$ cat config.mk
export PLATFORM = sky130hd
export DESIGN_NAME = serial_subtractor_ctrl
export DESIGN_NICKNAME = d
export VERILOG_FILES = /design/src/rtl/serial_sub_pkg.sv /design/src/rtl/full_subtractor_case.sv /design/src/rtl/serial_subtractor_ctrl.sv
export SDC_FILE = /design/constraint.sdc
export NUM_CORES = 1
export LEC_CHECK = 0
export CORE_ASPECT_RATIO = 1.2
export CORE_MARGIN = 2
export CORE_UTILIZATION = 50
export DETAILED_ROUTE_END_ITERATION = 12
export HOLD_SLACK_MARGIN = 0.05
export PLACE_DENSITY = 0.77
export SKIP_CTS_REPAIR_TIMING = 1
export SLEW_MARGIN = 20
export SYNTH_ARGS = -nofsm -noshare
export SYNTH_HDL_FRONTEND = slang
export SYNTH_HIERARCHICAL = 1
export SYNTH_SLANG_ARGS = --single-unit
$ cat constraint.sdc
create_clock -name clk -period 1.6 [get_ports clk]
set_input_delay 0.48 -clock clk [delete_from_list [all_inputs] [get_ports clk]]
set_output_delay 0.48 -clock clk [all_outputs]
set_load 0.05 [all_outputs]
$ cat src/rtl/serial_sub_pkg.sv
// rtl/serial_sub_pkg.sv - shared state encodings and defaults for the serial subtractor
package serial_sub_pkg;

    typedef enum logic [1:0] {
        S_IDLE  = 2'd0,
        S_SHIFT = 2'd1,
        S_DONE  = 2'd2
    } state_t;

    localparam int DEFAULT_WIDTH = 8;

endpackage

$ cat src/rtl/full_subtractor_case.sv
// rtl/full_subtractor_case.sv - one-bit full subtractor written as a truth table
module full_subtractor_case (
    input  logic A,
    input  logic B,
    input  logic Bin,
    output logic Diff,
    output logic Borr
);

    always_comb begin
        Diff = 1'b0;
        Borr = 1'b0;
        case ({A, B, Bin})
            3'b000: begin Diff = 1'b0; Borr = 1'b0; end
            3'b001: begin Diff = 1'b1; Borr = 1'b1; end
            3'b010: begin Diff = 1'b1; Borr = 1'b1; end
            3'b011: begin Diff = 1'b0; Borr = 1'b1; end
            3'b100: begin Diff = 1'b1; Borr = 1'b0; end
            3'b101: begin Diff = 1'b0; Borr = 1'b0; end
            3'b110: begin Diff = 1'b0; Borr = 1'b0; end
            3'b111: begin Diff = 1'b1; Borr = 1'b1; end
            default: begin Diff = 1'b0; Borr = 1'b0; end
        endcase
    end

endmodule

$ cat src/rtl/serial_subtractor_ctrl.sv
// rtl/serial_subtractor_ctrl.sv - bit-serial WIDTH-bit subtractor reusing one full-subtractor cell
module serial_subtractor_ctrl
    import serial_sub_pkg::*;
#(
    parameter int WIDTH = DEFAULT_WIDTH
) (
    input  logic             clk,
    input  logic             rst,
    input  logic             start,
    input  logic [WIDTH-1:0] A,
    input  logic [WIDTH-1:0] B,
    input  logic             Bin,
    output logic             busy,
    output logic             done,
    output logic [WIDTH-1:0] Diff,
    output logic             Borr
);

    localparam int CW = (WIDTH > 1) ? $clog2(WIDTH) : 1;
    localparam logic [CW-1:0] CNT_LAST = CW'(WIDTH - 1);

    state_t           state, state_nxt;
    logic [CW-1:0]    cnt;
    logic [WIDTH-1:0] a_sr, b_sr;
    logic [WIDTH-2:0] r_sr;
    logic             brw;
    logic             load, step, last;
    logic             cell_diff, cell_borr;
    logic [WIDTH-1:0] r_next;

    full_subtractor_case u_cell (
        .A    (a_sr[0]),
        .B    (b_sr[0]),
        .Bin  (brw),
        .Diff (cell_diff),
        .Borr (cell_borr)
    );

    // r_sr only keeps the WIDTH-1 earlier bits; the current cell bit completes the word
    assign r_next = {cell_diff, r_sr};
    assign busy   = (state == S_SHIFT);

    always_ff @(posedge clk) begin
        if (rst) state <= S_IDLE;
        else     state <= state_nxt;
    end

    always_comb begin
        state_nxt = state;
        load      = 1'b0;
        step      = 1'b0;
        last      = 1'b0;
        case (state)
            S_IDLE: begin
                if (start) begin
                    load      = 1'b1;
                    state_nxt = S_SHIFT;
                end
            end
            S_SHIFT: begin
                step = 1'b1;
                if (cnt == CNT_LAST) begin
                    last      = 1'b1;
                    state_nxt = S_DONE;
                end
            end
            S_DONE:  state_nxt = S_IDLE;
            default: state_nxt = S_IDLE;
        endcase
    end

    always_ff @(posedge clk) begin
        if (rst) begin
            cnt  <= '0;
            a_sr <= '0;
            b_sr <= '0;
            r_sr <= '0;
            brw  <= 1'b0;
            done <= 1'b0;
            Diff <= '0;
            Borr <= 1'b0;
        end else begin
            done <= last;
            if (load) begin
                a_sr <= A;
                b_sr <= B;
                brw  <= Bin;
                cnt  <= '0;
            end
            if (step) begin
                a_sr <= a_sr >> 1;
                b_sr <= b_sr >> 1;
                r_sr <= r_next[WIDTH-1:1];
                brw  <= cell_borr;
                cnt  <= cnt + CW'(1);
            end
            // outputs move only here so partial results never appear
            if (last) begin
                Diff <= r_next;
                Borr <= cell_borr;
            end
        end
    end

endmodule

==> flow_summary.yaml, run 1 <==
clocking:
  clkLatencyLatePin_ns: 0.35
  clockBufferDepth: 2
  cts_root_buf: "clkbuf_4"
  clk_pin_slew_ns: 0.11
  htreeDepth: 2
  cts_made_buffers: 5
  cts_tree: "yes"
  clock-sinks: 39
finish:
  fin_area_um2: 2110
  fin_nets: 229
  diodes: 0
  stdcell_count: 241
  drive_gt1_frac: 0.151
  final_util: 0.689
  n_fill_cell: 249
  syn2layout_area_growth_pct: 32.1
worst_setup_path:
  arrival_ns: 1.05
  required_ns: 1.12
  start_kind: "flip-flop"
  crit_path_cell_trace: "nand2b_4 > inv_2 > buf_12"
  cpLargestDelayFamily: "flip-flops"
  cp-end-kind: "output port"
  critPathMaxFanout: 2
  critical-path-slowest-cell: "dfxtp_4"
  crit_path_max_incr_delay_ns: 0.36
  critical_path_class: "reg -> out"
  path_buf_inv: 2
grt:
  grt_pass1_vias: 1299
  grt_max_degree: 40
  grt_pass1_wl_um: 5440
  grtUsageTotal: 0.193
  grt_overflow: 0
  antenna_found_initial: 0
status:
  outcome: "finished, final reports clean"
timing:
  drv_slew: 0
  worst_slack_ns: 0.0678
  final.period_utilization: 0.958
  final_hold_viol_count: 0
  skew_ns: 0.00421
  whs_ns: 0.467
  worst_pin_slew_ns: 0.445
  relSlewSlack: 0.702
  fin_tns_setup_ns: 0
  min_period_ns: 1.53
  finalSetupViolCount: 0
  fmax_mhz: 653
  rsz0062_at_grt: "no"
floorplanning:
  dieArea_um2: 3660
  core_area_um2: 3060
  io_pins: 31
  die_h_um: 65.9
  initial_utilization: 0.522
  row_count: 22
  fp.dieW_um: 55.5
synthesis:
  synth.most_common_cell: "dfxtp_1"
  syn_area_um2: 1590
  synth_top_area_cell: "dfxtp_1"
  synth-seq-cells: 39
  yosysTopAreaCellShare: 0.490
  synth_cell_types: 22
  syn_avg_cell_area_um2: 9.16
  synthTopCellsByCount: "dfxtp_1 (39), nand2_1 (32), nor2_1 (22), a211oi_1 (17)"
  synth_nets: 198
  ys_seq_area_frac: 0.490
  synth_warnings: 6
  synthTopCellsByArea: "dfxtp_1 (49%), mux2i_1 (10%), a211oi_1 (8.0%), nand2_1 (7.5%), nor2_1 (5.2%)"
  synthArstFlopShare: 0
  ys.flop_type: "dfxtp_1"
  syn_inst: 174
  synth-edff-count: 0
drt:
  drt-total-wl_um: 3020
  drt_iter0_drc: 17
  vias: 1313
  wl_per_cell_um: 12.5
  dr.pass1.iters: 4
  vias_per_cell: 5.45
  ant_nets: 0
  drcViolationCount: 0
placement:
  gp_congestion: 0.675
  dp_cells: 233
  portBuffers: 30
  dpl-instance-area_um2: 2030
  dp_slack_ns: -0.119
  dp_hpwl_um: 2160
pwr:
  total_power_mw: 1.81
  p_leak_nw: 0.814
  powerDensity_nw_per_um2: 858
  peakVddDrop_mv: 0.766
hold_path:
  hp-class: "reg -> reg"
run:
  maxCapViolations: 0
sequential cells by signal (all words and copies together) (netlist names):
name	cells
Diff	8
a_sr	8
b_sr	8
r_sr	7
cnt	3
state	2
Borr	1
brw	1
done	1
report_power, final:
part           switching, mW  leakage [nW]  total, mW  internal (mW)
clock                  0.309        0.0341      0.512          0.204
sequential            0.0305         0.320       1.05           1.01
combinational          0.117         0.460      0.249          0.132
total                  0.456         0.814       1.81           1.35
layer usage:
layer / vias to the layer above / global-route usage / share of wire
met5: - / 0 / 0
met4: 0 / 0.0915 / 0.020
met3: 10 / 0.0607 / 0.047
met2: 28 / 0.368 / 0.51
met1: 618 / 0.188 / 0.42
li1: 657 / - / -
layout make-up:
| type | instances | area [um^2] | share of cell area |
|---|---|---|---|
| clock buffer | 6 | 51.3 | 0.0244 |
| clock inverter | 1 | 5.00 | 0.00238 |
| inverter | 4 | 15.0 | 0.00713 |
| multi-input combinational | 118 | 716 | 0.340 |
| sequential | 39 | 786 | 0.373 |
| tap | 36 | 45.0 | 0.0214 |
| timing repair buffer | 37 | 488 | 0.232 |
worst register-to-register path, cell delays in order, from the launching register on:
cell,delay [ns]
dfxtp_1,0.34
ha_1,0.20
ha_1,0.21
nand3b_1,0.35
nand2_1,0.13
a21oi_1,0.16
kinds of logic (layout without fill, tap and decap cells):
kind of cell	after synthesis	in the layout	share of synthesized area
muxes	16	16	0.100
adders and majority gates	4	4	0.0314
xor gates and xnor gates	1	1	0.00550
buffers and inverters	17	48	0.0659
and+or+nand+nor	58	58	0.147
DFF	39	39	0.490
AOI/OAI and AO/OA	39	39	0.160
final timing paths:
check | startpoint | end | slack, ns | depth (start not counted)
max | state[1]$_SDFFE_PP0P_ | busy | 0.07 | 3
min | r_sr[0]$_SDFFE_PP0P_ | r_sr[0]$_SDFFE_PP0P_ | 0.47 | 2
max reg2reg | cnt[0]$_SDFFE_PP0P_ | Borr$_SDFFE_PP0P_ | 0.15 | 5
min reg2reg | r_sr[0]$_SDFFE_PP0P_ | r_sr[0]$_SDFFE_PP0P_ | 0.47 | 2
placed cells by master, fill, tap and decap left out, drive strengths merged:
cell and instances:
nand2b 1, a211oi 17, o21bai 1, mux2i 16, inv 4, and3b 1, buf 18, clkbuf 6
ha 4, dfxtp 39, nor2 22, nand2 32, o21ba 1, a21oi 16, clkdlybuf4s50 19, xor2 1
nand3b 1, a22oi 4, clkinv 1, nor3b 1
No activity file was read; power rests on OpenSTA's default activity.
==> inputs of run 2 (changes only) <==
CAP_MARGIN = 20   (was not set)
==> results of run 2 <==
Same layout as run 1: the final DEF is identical, and so are final timing and power.
==> inputs of run 3 (changes only) <==
CORE_MARGIN = 8   (was 2)
==> run 3 against run 2 <==
Combinational power increased by 3%. Largest cell class unchanged. Utilization is 0.37 points higher. Die area is 44% higher. Hold slack worse by 0.0033 ns. Critical path depth is the same. Final cell count rose by 0.83%. Worst setup slack worse by 0.028 ns. Clock power down 13%.
==> flow_summary.yaml, run 3 (same netlist as run 1, synthesis figures left out) <==
status:
  outcome: "finished, final reports clean"
grt:
  grtUsageTotal: 0.126
  grt_max_degree: 40
  grt_overflow: 0
  grt_pass1_wl_um: 5220
  antenna_found_initial: 0
  grt_pass1_vias: 1253
worst_setup_path:
  cp-end-kind: "output port"
  arrival_ns: 1.08
  critical_path_class: "reg -> out"
  required_ns: 1.12
  critPathMaxFanout: 7
  start_kind: "flip-flop"
timing:
  whs_ns: 0.463
  worst_pin_slew_ns: 0.446
  relSlewSlack: 0.702
  final_hold_viol_count: 0
  drv_slew: 0
  final.period_utilization: 0.975
  fmax_mhz: 641
  min_period_ns: 1.56
  finalSetupViolCount: 0
  skew_ns: 0.00739
floorplanning:
  core_area_um2: 3060
  dieArea_um2: 5260
  fp.dieW_um: 67.5
  die_h_um: 77.9
  io_pins: 31
  initial_utilization: 0.522
  row_count: 22
placement:
  gp_congestion: 0.717
  dp_hpwl_um: 2240
  dpl-instance-area_um2: 2030
  portBuffers: 30
drt:
  drcViolationCount: 0
  wl_per_cell_um: 12.8
  vias: 1301
  drt-total-wl_um: 3110
  vias_per_cell: 5.35
  drt_iter0_drc: 59
  dr.pass1.iters: 4
  ant_nets: 0
clocking:
  cts_root_buf: "clkbuf_4"
  clock-sinks: 39
  cts_tree: "yes"
  cts_made_buffers: 5
  clkLatencyLatePin_ns: 0.34
  clk_pin_slew_ns: 0.10
  htreeDepth: 2
  clockBufferDepth: 2
finish:
  diodes: 0
  layout_common_cells: "dfxtp_1 (38), nand2_1 (32), nor2_1 (22)"
  syn2layout_area_growth_pct: 32.8
  reg_top3: "Diff (8), a_sr (8), b_sr (8)"
  fin_area_um2: 2120
  drive_gt1_frac: 0.150
  fin_nets: 232
  final_common_cell: "dfxtp_1"
run:
  maxCapViolations: 0
pwr:
  powerDensity_nw_per_um2: 824
  p_leak_nw: 0.818
  peakVddDrop_mv: 0.539
hold_path:
  hp-class: "reg -> reg"
-- run 3: through the flow --
step	setup TNS [ns]	total power [mW]	std cells	utilization	worst slack [ns]
after floorplan	0	1.22	174	-	0.263
after CTS	-0.166	1.76	239	0.678	-0.166
after detailed placement	-1.28	1.31	233	0.664	-0.132
after global placement	-0.0601	1.30	233	0.664	-0.0210
after global routing	-0.0491	1.83	243	0.693	-0.0213
final	0	1.74	243	0.693	0.0395
-- run 3: final timing paths --
check,slack (ns),start,cells past startpoint,to
setup / recovery,0.04,state[1]$_SDFFE_PP0P_,3,busy
hold / removal,0.46,r_sr[0]$_SDFFE_PP0P_,2,Diff[0]$_SDFFE_PP0P_
setup reg to reg,0.06,state[0]$_SDFFE_PP0P_,5,b_sr[6]$_SDFFE_PP0P_
hold reg to reg,0.46,r_sr[0]$_SDFFE_PP0P_,2,Diff[0]$_SDFFE_PP0P_
-- run 3: layout make-up --
| type | instances | area, um^2 |
|---|---|---|
| tap | 36 | 45.0 |
| multi-input combinational | 118 | 716 |
| timing repair buffer | 40 | 510 |
| sequential | 39 | 785 |
| fill | 240 | 938 |
| inverter | 4 | 20.0 |
| clock buffer | 6 | 41.3 |
-- run 3: per-layer routing --
metal  up-vias  global-route usage  wire length, um
li1        658                   -                -
met1       607               0.139             1360
met2        28               0.198             1500
met3         8              0.0532              185
met4         0              0.0671               58
met5         -                   0                0
-- run 3: power breakdown --
| part | switching (mW) | total (mW) | internal, mW |
|---|---|---|---|
| Combinational | 0.121 | 0.257 | 0.136 |
| Sequential | 0.0276 | 1.04 | 1.01 |
| Clock | 0.289 | 0.446 | 0.156 |
-- run 3: critical path, cell delays in order, from the launching register on --
cell and delay, ns:
dfxtp_4 0.37, nand2b_4 0.16, inv_6 0.09, buf_12 0.13
